**config.mk**
```make
export PLATFORM = sky130hd
export DESIGN_NAME = acc_alu_stage
export DESIGN_NICKNAME = d
export VERILOG_FILES = /design/src/rtl/acc_alu_stage.sv
export SDC_FILE = /design/constraint.sdc
export NUM_CORES = 1
export LEC_CHECK = 0
export ABC_AREA = 1
export CAP_MARGIN = 10
export CORE_UTILIZATION = 40
export CTS_BUF_LIST = sky130_fd_sc_hd__clkbuf_4 sky130_fd_sc_hd__clkbuf_8 sky130_fd_sc_hd__clkbuf_16
export DETAILED_ROUTE_END_ITERATION = 8
export PLACE_DENSITY_LB_ADDON = 0.15
export SLEW_MARGIN = 20
export SYNTH_ARGS = -nofsm -noshare
export SYNTH_HDL_FRONTEND = slang
export SYNTH_SLANG_ARGS = --single-unit
```
**constraint.sdc**
```tcl
create_clock -name clk -period 2.1 [get_ports clk]
set_input_delay 0.21 -clock clk [delete_from_list [all_inputs] [get_ports clk]]
set_output_delay 0.21 -clock clk [all_outputs]
set_load 0.02 [all_outputs]
```
**src/rtl/acc_alu_stage.sv**
```systemverilog
// Accumulator execute stage: 3-bit opcode ALU against an internal accumulator with zero/carry flags.
// Define ACC_ALU_MUL_EN to build opcode 111 as an iterative shift-add multiply; otherwise it is a NOP.
module acc_alu_stage #(
    parameter int WIDTH = 8
) (
    input  logic             clk,
    input  logic             rst,
    input  logic             in_valid,
    output logic             in_ready,
    input  logic [2:0]       op,
    input  logic [WIDTH-1:0] operand,
    output logic [WIDTH-1:0] acc_out,
    output logic             zero,
    output logic             carry,
    output logic             out_valid,
    output logic             busy
);

    localparam logic [2:0] OP_LOAD = 3'b000;
    localparam logic [2:0] OP_ADD  = 3'b001;
    localparam logic [2:0] OP_SUB  = 3'b010;
    localparam logic [2:0] OP_AND  = 3'b011;
    localparam logic [2:0] OP_OR   = 3'b100;
    localparam logic [2:0] OP_XOR  = 3'b101;
    localparam logic [2:0] OP_SHL  = 3'b110;
    localparam logic [2:0] OP_MUL  = 3'b111;

    logic [WIDTH-1:0] acc_q, acc_d;
    logic             zero_q, zero_d;
    logic             carry_q, carry_d;
    logic             out_valid_q, out_valid_d;
    logic             in_ready_s;
    logic             busy_s;
    logic             xfer_s;
    logic [WIDTH:0]   add_sum_s;

`ifdef ACC_ALU_MUL_EN
    localparam int CNT_W = $clog2(WIDTH + 1);
    localparam logic [0:0] ST_IDLE = 1'b0;
    localparam logic [0:0] ST_MUL  = 1'b1;

    logic [0:0]         state_q, state_d;
    logic [2*WIDTH-1:0] mcand_q, mcand_d;
    logic [WIDTH-1:0]   mplier_q, mplier_d;
    logic [2*WIDTH-1:0] product_q, product_d;
    logic [CNT_W-1:0]   count_q, count_d;

    assign busy_s     = (state_q == ST_MUL);
    assign in_ready_s = (state_q == ST_IDLE);
`else
    assign busy_s     = 1'b0;
    assign in_ready_s = 1'b1;
`endif

    assign xfer_s    = in_valid && in_ready_s;
    assign add_sum_s = {1'b0, acc_q} + {1'b0, operand};

    // Next-state: ALU result on transfer, or one multiply step while iterating.
    always_comb begin
        acc_d       = acc_q;
        carry_d     = carry_q;
        out_valid_d = 1'b0;
`ifdef ACC_ALU_MUL_EN
        state_d     = state_q;
        mcand_d     = mcand_q;
        mplier_d    = mplier_q;
        product_d   = product_q;
        count_d     = count_q;
`endif
        if (xfer_s) begin
            out_valid_d = 1'b1;
            case (op)
                OP_LOAD: begin
                    acc_d   = operand;
                    carry_d = 1'b0;
                end
                OP_ADD: begin
                    acc_d   = add_sum_s[WIDTH-1:0];
                    carry_d = add_sum_s[WIDTH];
                end
                OP_SUB: begin
                    acc_d   = acc_q - operand;
                    carry_d = (operand > acc_q);
                end
                OP_AND: begin
                    acc_d   = acc_q & operand;
                    carry_d = 1'b0;
                end
                OP_OR: begin
                    acc_d   = acc_q | operand;
                    carry_d = 1'b0;
                end
                OP_XOR: begin
                    acc_d   = acc_q ^ operand;
                    carry_d = 1'b0;
                end
                OP_SHL: begin
                    acc_d   = {acc_q[WIDTH-2:0], 1'b0};
                    carry_d = acc_q[WIDTH-1];
                end
                OP_MUL: begin
`ifdef ACC_ALU_MUL_EN
                    // Result is published only when the iteration completes.
                    out_valid_d = 1'b0;
                    state_d     = ST_MUL;
                    mcand_d     = {{WIDTH{1'b0}}, acc_q};
                    mplier_d    = operand;
                    product_d   = {(2*WIDTH){1'b0}};
                    count_d     = CNT_W'(WIDTH);
`else
                    acc_d   = acc_q;
                    carry_d = carry_q;
`endif
                end
                default: begin
                    acc_d   = acc_q;
                    carry_d = carry_q;
                end
            endcase
        end
`ifdef ACC_ALU_MUL_EN
        else if (state_q == ST_MUL) begin
            product_d = product_q + (mplier_q[0] ? mcand_q : {(2*WIDTH){1'b0}});
            mcand_d   = {mcand_q[2*WIDTH-2:0], 1'b0};
            mplier_d  = {1'b0, mplier_q[WIDTH-1:1]};
            count_d   = count_q - CNT_W'(1);
            if (count_q == CNT_W'(1)) begin
                acc_d       = product_d[WIDTH-1:0];
                carry_d     = |product_d[2*WIDTH-1:WIDTH];
                out_valid_d = 1'b1;
                state_d     = ST_IDLE;
            end else begin
                state_d = ST_MUL;
            end
        end
`endif
        else begin
            out_valid_d = 1'b0;
        end
        zero_d = (acc_d == {WIDTH{1'b0}});
    end

    // State registers with synchronous reset that also aborts a multiply in flight.
    always_ff @(posedge clk) begin
        if (rst) begin
            acc_q       <= {WIDTH{1'b0}};
            zero_q      <= 1'b1;
            carry_q     <= 1'b0;
            out_valid_q <= 1'b0;
`ifdef ACC_ALU_MUL_EN
            state_q     <= ST_IDLE;
            mcand_q     <= {(2*WIDTH){1'b0}};
            mplier_q    <= {WIDTH{1'b0}};
            product_q   <= {(2*WIDTH){1'b0}};
            count_q     <= {CNT_W{1'b0}};
`endif
        end else begin
            acc_q       <= acc_d;
            zero_q      <= zero_d;
            carry_q     <= carry_d;
            out_valid_q <= out_valid_d;
`ifdef ACC_ALU_MUL_EN
            state_q     <= state_d;
            mcand_q     <= mcand_d;
            mplier_q    <= mplier_d;
            product_q   <= product_d;
            count_q     <= count_d;
`endif
        end
    end

    assign acc_out   = acc_q;
    assign zero      = zero_q;
    assign carry     = carry_q;
    assign out_valid = out_valid_q;
    assign busy      = busy_s;
    assign in_ready  = in_ready_s;

endmodule

```
Word-level counts from Yosys, hierarchy flattened
Cells that the tools add are included.

operators by class
  $add $sub $neg = 2
  multiplexer cells = 4
  bitwise logic cells = 4
  order comparisons = 1
  equal/unequal tests = 7
  reductions and logical operators = 4

operators by type and width
  operator                                        count
  case mux 8 bit (8 select lines)                 1
  == test 3 bit (second input constant)           4
  adder 8 x 8 -> 9 bit                            1
  bitwise AND 8 bit                               1
  > comparator 8 bit                              1
  logical NOT 8 bit                               1
  two-way mux 8 bit                               1
  OR 8 bit                                        1
  subtractor 8 bit                                1
  bitwise XOR 8 bit                               1
  == test 3 x 2 -> 1 bit (second input constant)  2
  case mux 1 bit (4 select lines)                 1
  OR reduction 4 bit                              1
  == test 3 x 1 -> 1 bit (second input constant)  1
  logical NOT 3 bit                               1
  AND reduction 2 bit                             1
  two-way mux 1 bit                               1
  inverter 1 bit                                  1

storage, ports and cells
  input port bits = 14
  logic and storage cells = 26
  register bits = 11

Depth between registers and ports, before layout
Gate-level depths: netlist of the first run.

  depth after elaboration = 4
  gate-level depth with buffers = 17

Worst setup path after synthesis of the first run
No wires, ideal clock.

  path kind = flip-flop to flip-flop
  start = register acc_q[0], in the netlist acc_out[0]
  end = register zero_q, in the netlist zero
  slack = 107 ps
  arrival time = 1934 ps
  cell stages (with the launch flop) = 15
  cell sequence = dfxtp_1 > ha_1 > inv_1 > fa_1 > xor2_1 > nor2_1 > nor2_1 > nand3_1 > nand2_2 > nand2_1 > nor2_1 > nand3_1 > nor2_1 > nand2_1 > nand2_1

on the way
  word-level cells in the longest chain between the ends = 4
  elaborated cells on any way between the ends = 8
  classes of those cells = add/sub (2); mux (2); bitwise (3); reduce/logical (1)

ends and longest elaborated chain
  element                                   line  text
  from (decl)                               28    logic [WIDTH-1:0] acc_q, acc_d;
  from (signal assigned)                    146   acc_q <= {WIDTH{1'b0}};
  subtractor 8 bit (tied with other cells)  82    acc_d = acc_q - operand;
  case mux 8 bit (8 select lines)           72    case (op)
  two-way mux 8 bit (*)                     70    if (xfer_s) begin
  logical NOT 8 bit (*)                     140   zero_d = (acc_d == {WIDTH{1'b0}});
  to (signal assigned)                      159   zero_q <= zero_d;
  to (decl)                                 29    logic zero_q, zero_d;

Mark *: on every way between the ends. The rest lies on a longest branch, timed or not.
A chain may end at the register's enable or synchronous reset.

Worst setup path in the final report of the first run
Same ends and word-level chain as after synthesis.

==> results.yml, run 1 <==
run_status:
  outcome: "complete, no violations"
die:
  pin_count: 27
  fp.dieW_um: 72.2
  initial_core_util_pct: 41.7
  core_um2: 4720
  die_h_um: 72.2
  die_area_um2: 5210
  std_cell_rows: 25
timing:
  finalCritPeriodShare_pct: 94.2
  rsz0062_at_grt: "yes"
  finalClockSkew_ns: 0.00115
  finalHoldViolCount: 0
  setup_slack_ns: 0.122
  drv_slew: 0
  tns_ns: 0
  period_needed_ns: 1.98
  max_clock_freq_mhz: 506
  setup_viol: 0
logic_synthesis:
  synth_common_cells: "nand2_1, inv_1, nand3_1"
  yosysUniqueCellTypes: 35
  synth_top_family_by_area: "simple AND/OR/NAND/NOR gates"
  synthCells: 332
  yosysTopAreaCell: "ha_1"
  synth_top_area_share_pct: 15.2
  synthXorXnorAreaFrac_pct: 0.445
  yosys_warnings: 0
  syn_nets: 372
  synthTopCellsByArea: "ha_1, nand2_1, dfxtp_1"
  synth_fa_ha_area_share_pct: 17.3
  synth_edf_count: 0
  async_flop_share_pct: 0
  synth_compound_area_share_pct: 12.8
  synth.mux.area_fraction_pct: 0
  yosys.area_share.simple_pct: 41.6
  syn_avg_cell_area_um2: 5.93
  ys_ff_latch: 11
  synth_seq_area_share_pct: 11.2
  syn_area_um2: 1970
  synth.most_common_cell: "nand2_1"
  synth_ff_type: "dfxtp_1"
place:
  portBuffers: 24
  gp_congestion: 0.955
  dp_hpwl_um: 4980
  pre_cts_ws_ns: -0.337
  dpl-instance-area_um2: 2600
clocking:
  root_buffer: "clkbuf_8"
  cts_buffer_depth: 2
  cts_tree: "built"
  clk_pin_slew_ns: 0.05
  insertion_delay_ns: 0.23
  cts.sinks: 11
  cts_buffers: 3
  h-tree-depth: 1
routing:
  viasPerCell: 4.94
  wl_per_cell_um: 13.0
  postRouteAntennaNets: 0
  dr_total_vias: 2295
  drc: 0
  drt_first_pass_iters: 4
  wirelength_um: 6040
  drtIter0Drc: 165
critical_path:
  cp_max_fo: 4
  required_ns: 2.28
  reg2reg_from: "acc_out[0]"
  worstRegToRegCells: 15
  r2r-end: "zero"
  crit_type: "reg -> reg"
  end_kind: "flip-flop"
  arrival_ns: 2.15
  worstSetupEndpoint: "zero"
  crit_path_start_kind: "flip-flop"
  reg2reg_slack_ns: 0.12
  crit_path_start: "acc_out[0]"
hold_path:
  hp-class: "reg -> reg"
global_route:
  gr-usage-met3_pct: 1.94
  grt_pass1_wl_um: 10100
  gr-usage-met1_pct: 34.7
  grt-ovfl-total: 0
  antenna_found_initial: 0
  grt_max_degree: 15
  use_met2_pct: 40.0
  grt.busiest_layer: "met2"
  grt_pass1_vias: 2175
  grt_usage_pct: 24.7
layout:
  final_nets: 439
  fin_area_um2: 2800
  finish.utilization_pct: 59.2
  area_delta_synth_final_pct: 41.9
  fillerInstances: 453
  antenna_cells: 0
  drive_gt1_share_pct: 26.6
flow_run:
  cap_violations: 0
pwr:
  power_uw: 1100
  power_leakage_uw: 0.00147
  cellPowerDensity_nw_per_um2: 393
  ir_drop_uv: 444
==> logic make-up (layout without fill, tap and decap cells) <==
logic type,Yosys count,count (layout)
simple gates,177,177
buf+inv,71,137
compound gates,44,44
fa+ha+maj,26,26
flops,11,11
other cells,2,2
xor+xnor,1,1
==> through the flow <==
stage	hold WS (ns)	instances
2_1_floorplan	0.418	332
3_3_place_gp	0.534	459
3_5_place_dp	0.541	459
4_1_cts	0.548	463
5_1_grt	0.586	465
6_report	0.542	465
==> power breakdown <==
part           leakage [uW]  total, uW  switching [uW]  internal (uW)
logic               0.00135        642             348            294
registers         0.0000917        239            12.6            226
clock network     0.0000262        217            71.8            146
total               0.00147       1100             432            666
==> sequential cells by signal, indices dropped and copies added (netlist names) <==
name / flops
acc_out: 8
carry: 1
out_valid: 1
zero: 1
==> what timing repair did <==
item                       CTS  global route
hold buffers                 0             0
setup endpoints to repair    2             6
gates resized for setup      8            34
pin swaps                    1             9
cloned                       0             0
buffers inserted             0             2
==> placed cells by master, fill, tap and decap left out, types with 3 or more instances in the layout <==
master / instances
nor2_1: 31
dlymetal6s2s_1: 3
nand4_1: 14
a21oi_1: 13
inv_1: 45
inv_2: 11
nand2_2: 9
buf_4: 49
nand3_1: 34
o21ai_1: 9
o21ai_0: 9
nor2_2: 3
ha_1: 17
buf_12: 3
clkdlybuf4s50_1: 20
nand2_1: 72
a21oi_2: 5
ha_4: 6
nand3_2: 5
clkbuf_8: 3
dfxtp_1: 9
==> layer usage <==
metal,routed length (um),vias up
met5,0,-
met4,66,0
met3,380,8
met2,2730,73
met1,2860,1023
li1,-,1191
==> worst max-delay path, cell delays in order, from the launching register on <==
cell and delay, ns:
dfxtp_4 0.37, inv_2 0.04, ha_1 0.17, inv_2 0.06, fa_2 0.42, nand4_1 0.08, nand2_1 0.05, nor2_1 0.08
nand2_1 0.07, nand2_2 0.09, nand3_2 0.08, nor2_2 0.11, nand3_1 0.09, nor2_1 0.11, nand2_1 0.06, nand2_1 0.05
==> worst min path at each step <==
| stage | start | end | slack [ns] | depth (start not counted) |
|---|---|---|---|---|
| 2_1_floorplan | in_valid | carry | 0.42 | 3 |
| 3_3_place_gp | acc_out[1] | acc_out[1] | 0.53 | 2 |
| 3_5_place_dp | acc_out[1] | acc_out[1] | 0.54 | 2 |
| 4_1_cts | acc_out[1] | acc_out[1] | 0.55 | 2 |
| 5_1_grt | acc_out[1] | acc_out[1] | 0.59 | 2 |
| 6_report | acc_out[1] | acc_out[1] | 0.54 | 2 |
==> cell type report <==
type | instances | area (um^2) | area share (%)
Tap cell | 67 | 83.8 | 3.00
Sequential cell | 11 | 225 | 8.06
Clock buffer | 4 | 48.8 | 1.75
Multi-Input combinational cell | 250 | 1550 | 55.3
Timing Repair Buffer | 76 | 674 | 24.1
Inverter | 57 | 216 | 7.74
Power figures use the tool's default switching activity.
==> run 2, diff against run 1 <==
- CORE_MARGIN: not set -> 3
- CTS_CLUSTER_SIZE: not set -> 10
==> results.yml, run 2 (same netlist as run 1, synthesis figures left out) <==
timing:
  period_needed_ns: 1.98
  finalClockSkew_ns: 0.00129
  max_clock_freq_mhz: 505
  drv_slew: 0
  setup_slack_ns: 0.120
  rsz0062_at_grt: "yes"
  tns_ns: 0
  finalCritPeriodShare_pct: 94.3
  setup_viol: 0
  finalHoldViolCount: 0
clocking:
  cts_buffers: 3
  cts_buffer_depth: 2
  clk_pin_slew_ns: 0.05
  cts_hold_buf: 0
  h-tree-depth: 1
  cts_tree: "built"
  root_buffer: "clkbuf_8"
  cts.sinks: 11
  insertion_delay_ns: 0.23
flow_run:
  cap_violations: 0
critical_path:
  crit_type: "reg -> reg"
  arrival_ns: 2.14
  end_kind: "flip-flop"
  crit_path_start_kind: "flip-flop"
  cp_max_fo: 4
  required_ns: 2.26
run_status:
  outcome: "complete, no violations"
routing:
  postRouteAntennaNets: 0
  viasPerCell: 4.97
  wl_per_cell_um: 13.6
  dr_total_vias: 2326
  drtIter0Drc: 167
  drt_first_pass_iters: 4
  wirelength_um: 6360
  drc: 0
pwr:
  ir_drop_uv: 398
  power_uw: 1120
  power_leakage_uw: 0.00150
  cellPowerDensity_nw_per_um2: 393
global_route:
  grt_usage_pct: 21.2
  grt_pass1_wl_um: 10100
  antenna_found_initial: 0
  grt_pass1_vias: 2167
  grt-ovfl-total: 0
  grt_max_degree: 17
place:
  dp.cells: 458
  gp_congestion: 0.950
  dpl-instance-area_um2: 2590
  pre_cts_ws_ns: -0.310
  dp_hpwl_um: 5200
  portBuffers: 24
layout:
  fillerInstances: 457
  fin_area_um2: 2850
  final_common_cell: "nand2_1"
  layout_common_cells: "nand2_1, buf_4, inv_1, nand3_1, nor2_1"
  area_delta_synth_final_pct: 44.5
  final_nets: 444
  drive_gt1_share_pct: 28.5
  largest_reg_flops: 8
  layout.cells.non_filler: 468
  antenna_cells: 0
die:
  core_um2: 4560
  std_cell_rows: 24
  initial_core_util_pct: 43.1
  pin_count: 27
  die_h_um: 76.2
  fp.dieW_um: 76.2
  die_area_um2: 5800
hold_path:
  hp-class: "reg -> reg"
run 2: per-stage QoR:
stage	hold slack [ns]	utilization (%)
floorplan	0.418	-
global placement	0.532	56.9
detailed placement	0.534	56.9
CTS	0.546	58.4
global route	0.579	62.4
finish	0.542	62.4
run 2: worst paths after layout:
check	end	startpoint	slack [ns]	depth (start not counted)
setup / recovery	carry	acc_out[0]	0.12	14
hold / removal	carry	carry	0.54	2
setup reg to reg	carry	acc_out[0]	0.12	14
hold reg to reg	carry	carry	0.54	2
run 2: worst max-delay path: stages, from the launching register on:
cell     delay, ns
dfxtp_4       0.36
inv_2         0.06
ha_2          0.16
inv_2         0.05
fa_2          0.34
nand2_2       0.09
nand2_2       0.07
nand3_1       0.08
nand2_1       0.09
buf_4         0.14
a21oi_2       0.12
o21ai_0       0.08
nand2_1       0.07
nand2_1       0.06
a21oi_1       0.13
run 2: metal layers:
layer,track usage (%),wire (um)
met2,34.0,2840
met5,0,0
met1,30.0,3020
met4,7.79,137
met3,1.06,364
run 2: where the power goes:
group	internal [uW]	switching [uW]	total (uW)
combinational	304	357	661
clock	146	74.4	220
sequential	226	12.4	239
total	676	443	1120
run 2: cell type report:
cell class	instances	area, um^2	area share [%]
Clock buffer	4	48.8	1.71
Inverter	57	216	7.60
Multi-Input combinational cell	250	1560	54.9
Sequential cell	11	225	7.91
Tap cell	65	81.3	2.86
Timing Repair Buffer	81	712	25.0
run 2: what timing repair did:
| item | in CTS | in global routing |
|---|---|---|
| pin swaps | 1 | 9 |
| endpoints found under the setup margin | 3 | 6 |
| setup buffers | 0 | 6 |
| gates resized for setup | 7 | 39 |
==> variant 1: new RTL, config.mk and constraints of run 1 <==
Build with the macro `ACC_ALU_MUL_EN` defined.
--- a/src/rtl/acc_alu_stage.sv
+++ b/src/rtl/acc_alu_stage.sv
@@ -1,4 +1,6 @@
 // Accumulator execute stage: 3-bit opcode ALU against an internal accumulator with zero/carry flags.
 // Define ACC_ALU_MUL_EN to build opcode 111 as an iterative shift-add multiply; otherwise it is a NOP.
+`define ACC_ALU_MUL_EN
+
 module acc_alu_stage #(
     parameter int WIDTH = 8
Function: changed (a bounded check fails within 4 cycles, from zero or initial values and one cycle with rst high).
==> variant 1 against run 1 <==
The flow now finishes with violations (design-rule violations, negative setup slack). Routed wire length increased to 2.7 times the old value. Worst hold slack got worse by 0.079 ns. Synthesized area increased by 140%. Design area increased by 140%. Setup slack got worse by 0.18 ns. Power increased to 2.7 times the old value. Combinational power increased by 46%. Maximum frequency decreased by 8.2%. Sequential cell count increased by 45. Critical path type unchanged.
==> variant 1: results (changes against run 1) <==
HP Class in -> reg (was reg -> reg); met2 wire length 8060 um (was 2730 um); later-pin clock latency in the skew report 0.30 ns (was 0.23 ns); CTS Buf Count 5 (was 3); clk sinks 56 (was 11); Clock transition at path regs 0.08 ns (was 0.05 ns); vias 5538 (was 2295); ranking of synthesized cells by area dfxtp_1 24%, nand2_1 22%, ha_1 11% (was ha_1 15%, nand2_1 15%, dfxtp_1 11%); violated checks design-rule violations, negative setup slack; first-pass GRT wire length 25600 um (was 10100 um); ClkCell Share 2.17% (was 1.75%); postcts setup bufs 3 (was 0); Clock Buffer Count 6 (was 4); GR Util met1 31.8% (was 34.7%); Max clock buf depth 2 (unchanged); synth cell count leaders 280 x nand2_1, 127 x inv_1, 58 x a21oi_1, 56 x dfxtp_1, 56 x nand3_1 (was 78 x nand2_1, 53 x inv_1, 36 x nand3_1, 32 x nor2_1, 24 x ha_1); Data buffer area share 18.3% (was 24.1%); IO buf count 26 (was 24); Detail Route met3 WL 830 um (was 380 um); Remaining DRCs 2 (was 0); bufs w/o clock 147 (was 76); sequential area share after synthesis 23.6% (was 11.2%); GP Congestion 1.04 (was 0.955); vias per std cell 5.18 (was 4.94); Resize count post-CTS 59 (was 8); Syn Nets 854 (was 372); met2 GRT Util 46.7% (was 40.0%); Fill cells 1102 (was 453); total track usage 26.2% (was 24.7%); Hold Slack 0.463 ns (was 0.542 ns); Slowest cell on crit path dfxtp_4 (was fa_2); Leak 3.40 nW (was 1.47 nW); Signal inverters 133 (was 57); # nets final 983 (was 439); H-tree Lvls 2 (was 1); dpl hpwl 12600 um (was 4980 um); GR Util met3 2.73% (was 1.94%); # placed instances 1051 (was 459); Pre-antenna DRT Iters 7 (was 4); clk_skew 0.0109 ns (was 0.00115 ns); fraction of area in multi-input gates 52.7% (was 55.3%); pin count of the biggest net entering global routing 31 (was 15); Met1 Wirelength 6940 um (was 2860 um); Final WS setup -0.0553 ns (was 0.122 ns); Worst Path Arrival 2.35 ns (was 2.15 ns); sw frac 33.5% (was 39.3%); Place WS -0.293 ns (was -0.337 ns); VDD IR max 0.324 mV (was 0.444 mV); setup violation total in the final timing report 1 (was 0); cell count after synthesis 796 (was 332); status finished, violations left (was complete, no violations); max incr delay on CP 0.38 ns (was 0.42 ns); Routed WL 16500 um (was 6040 um); number of antenna violations at the first check in global routing 0 (unchanged); FF/Latch Area 1130 um^2 (was 225 um^2); CP Max Fanout 7 (was 4)
==> variant 1: final timing paths <==
check | depth (start not counted) | to | from
max | 18 | carry | mplier_q[0]
min | 4 | mplier_q[1] | operand[1]
max reg2reg | 18 | carry | mplier_q[0]
min reg2reg | 2 | mcand_q[15] | mcand_q[15]
==> variant 1: power by group through the flow <==
stage          clock network (mW)  logic, mW  registers [mW]
2_1_floorplan                   0      0.458            1.19
3_3_place_gp                    0      0.884            1.17
3_5_place_dp                    0      0.885            1.17
4_1_cts                     0.883      0.898            1.15
5_1_grt                     0.930       1.03            1.16
6_report                    0.877      0.940            1.15
==> variant 1: metrics by stage <==
| stage | TNS (ns) | utilization [%] | area (um^2) |
|---|---|---|---|
| 4_1_cts | -0.0332 | 55.5 | 6400 |
| 5_1_grt | -0.441 | 58.6 | 6750 |
| 6_report | -0.0553 | 58.6 | 6750 |
| 2_1_floorplan | 0 | - | 4760 |
| 3_3_place_gp | -1.11 | 51.6 | 5950 |
| 3_5_place_dp | -1.28 | 51.6 | 5950 |
==> variant 1: worst register-to-register path: stages, from the launching register on <==
cell	delay, ns
dfxtp_4	0.38
buf_12	0.14
buf_8	0.13
nand2_2	0.06
inv_2	0.04
ha_4	0.30
nand2_4	0.07
inv_2	0.07
nand2_2	0.08
nor3_4	0.12
nand2_2	0.09
nand2_1	0.07
nand2_1	0.06
nand2_1	0.07
nand2_1	0.06
nor2_2	0.09
nand2_1	0.08
nand2_2	0.10
a21oi_2	0.05
==> variant 1: kinds of logic after synthesis <==
logic type	count (synthesis)	synth area share [%]
AND/OR/NAND/NOR	416	37.1
buffers and inverters	158	13.2
XOR/XNOR	6	1.11
flip-flops	56	23.6
adder cells (fa/ha/maj)	44	12.1
AO/OA/AOI/OAI	116	13.0
==> variant 2: new RTL, config.mk and constraints of run 1 <==
Without the edit above. Remove the case item `OP_SUB` of the case on `op`.
--- a/src/rtl/acc_alu_stage.sv
+++ b/src/rtl/acc_alu_stage.sv
@@ -78,8 +78,4 @@
                     acc_d   = add_sum_s[WIDTH-1:0];
                     carry_d = add_sum_s[WIDTH];
-                end
-                OP_SUB: begin
-                    acc_d   = acc_q - operand;
-                    carry_d = (operand > acc_q);
                 end
                 OP_AND: begin
Check against the original RTL: not equivalent (a bounded check fails within 4 cycles, from zero or initial values and one cycle with rst high).
==> variant 2 against run 1 <==
Power is 26% lower. Sequential share of layout area is 3.9 points higher. Synthesized area fell by 31%. Register-to-register slack better by 0.16 ns. Design area decreased by 34%. Setup slack improved by 0.11 ns. Routed wire length is 38% lower. Critical path type is now in -> reg. Clock skew up 0.0083 ns. Sequential cell count unchanged. Non-clock buffer count fell by 26.
==> variant 2: results (changes against run 1) <==
DR WL/cell 11.4 um (was 13.0 um); Root Buffer clkbuf_4 (was clkbuf_8); clk_skew 0.00940 ns (was 0.00115 ns); Place WS -0.0867 ns (was -0.337 ns); Yosys cell types 27 (was 35); vias in the first global route 1449 (was 2175); R2R depth 14 (was 15); met2 GRT Util 36.4% (was 40.0%); hold path endpoint out_valid (was acc_out[1]); CP top delay family adder cells (was simple AND/OR/NAND/NOR gates); post-detailed-route count of antenna-violating nets 0 (unchanged); synth cell count leaders 74 x nand2_1, 46 x inv_1, 29 x nor2_1, 19 x nand3_1, 16 x ha_1 (was 78 x nand2_1, 53 x inv_1, 36 x nand3_1, 32 x nor2_1, 24 x ha_1); CP Max Fanout 2 (was 4); GR Util met3 1.52% (was 1.94%); minimum clock period 1.87 ns (was 1.98 ns); pin count of the biggest net entering global routing 11 (was 15); Post-synth ARST share 0% (unchanged); HP Start in_valid (was acc_out[1]); DP Area 1810 um^2 (was 2600 um^2); fraction of layout cells with a size suffix above 1 14.3% (was 26.6%); GP Congestion 0.926 (was 0.955); GR Util met1 33.1% (was 34.7%); Syn Nets 269 (was 372); Leak 1.01 nW (was 1.47 nW); dpl hpwl 3120 um (was 4980 um); # nets final 319 (was 439); vias 1577 (was 2295); ranking of synthesized cells by area nand2_1 21%, dfxtp_1 16%, ha_1 15% (was ha_1 15%, nand2_1 15%, dfxtp_1 11%); later-pin clock latency in the skew report 0.28 ns (was 0.23 ns); WHS Path Cells 3 (was 2); HP Class in -> reg (was reg -> reg); status complete, no violations (unchanged); Worst R2R Setup Slack 0.28 ns (was 0.12 ns); first-pass GRT wire length 6290 um (was 10100 um)
==> variant 2: changes by cell type in the layout (fill, tap and decap cells not counted), moves of 7 or more <==
cell	before	now
buf_4	49	26
nand3_1	34	19
nand4_1	14	4
inv_2	11	2
o21ai_1	9	0
a21oi_1	13	5
nand2_2	9	2
==> variant 2: how the worst max path moves through the flow <==
stage                from  endpoint  depth (start not counted)
6_report       operand[0]      zero                         12
5_1_grt        acc_out[4]      zero                         14
4_1_cts        operand[0]      zero                         15
3_5_place_dp   operand[0]      zero                         15
3_3_place_gp   operand[0]      zero                         15
2_1_floorplan  acc_out[0]      zero                         14
==> variant 2: metal layers <==
layer,up-vias,wire length (um)
li1,830,-
met5,-,0
met4,0,63
met1,680,1770
met3,7,277
met2,60,1660
==> variant 2: logic make-up (layout without fill, tap and decap cells) <==
group,after synthesis,after routing,share of synthesized area (%)
adder cells (fa/ha/maj),17,17,16.3
buffers and inverters,52,101,15.6
AND/OR/NAND/NOR,136,136,43.1
other,2,2,0.556
flip-flops,11,11,16.3
AO/OA/AOI/OAI,20,20,8.15
==> variant 2: final cells by class <==
class	instances	area (um^2)
fillers	335	1280
multi-input cells	175	927
repair buffers	50	435
flip-flops and latches	11	220
inverters	47	176
well taps	44	55.1
clock buffers	4	30.0
==> variant 2: metrics by stage <==
stage | std cells | hold slack [ns]
global route | 331 | 0.543
finish | 331 | 0.527
global placement | 327 | 0.546
floorplan | 238 | 0.317
detailed placement | 327 | 0.545
CTS | 331 | 0.531
==> variant 2: worst min-delay path, cell delays in order <==
cell	delay [ns]
clkdlybuf4s50_1	0.46
inv_1	0.07
nor2_1	0.03
==> variant 2: where the power goes <==
part           total, mW  internal [mW]  switching [mW]  leakage [nW]
sequential         0.240          0.226          0.0141        0.0912
clock              0.166         0.0868          0.0794        0.0184
combinational      0.401          0.181           0.220         0.901
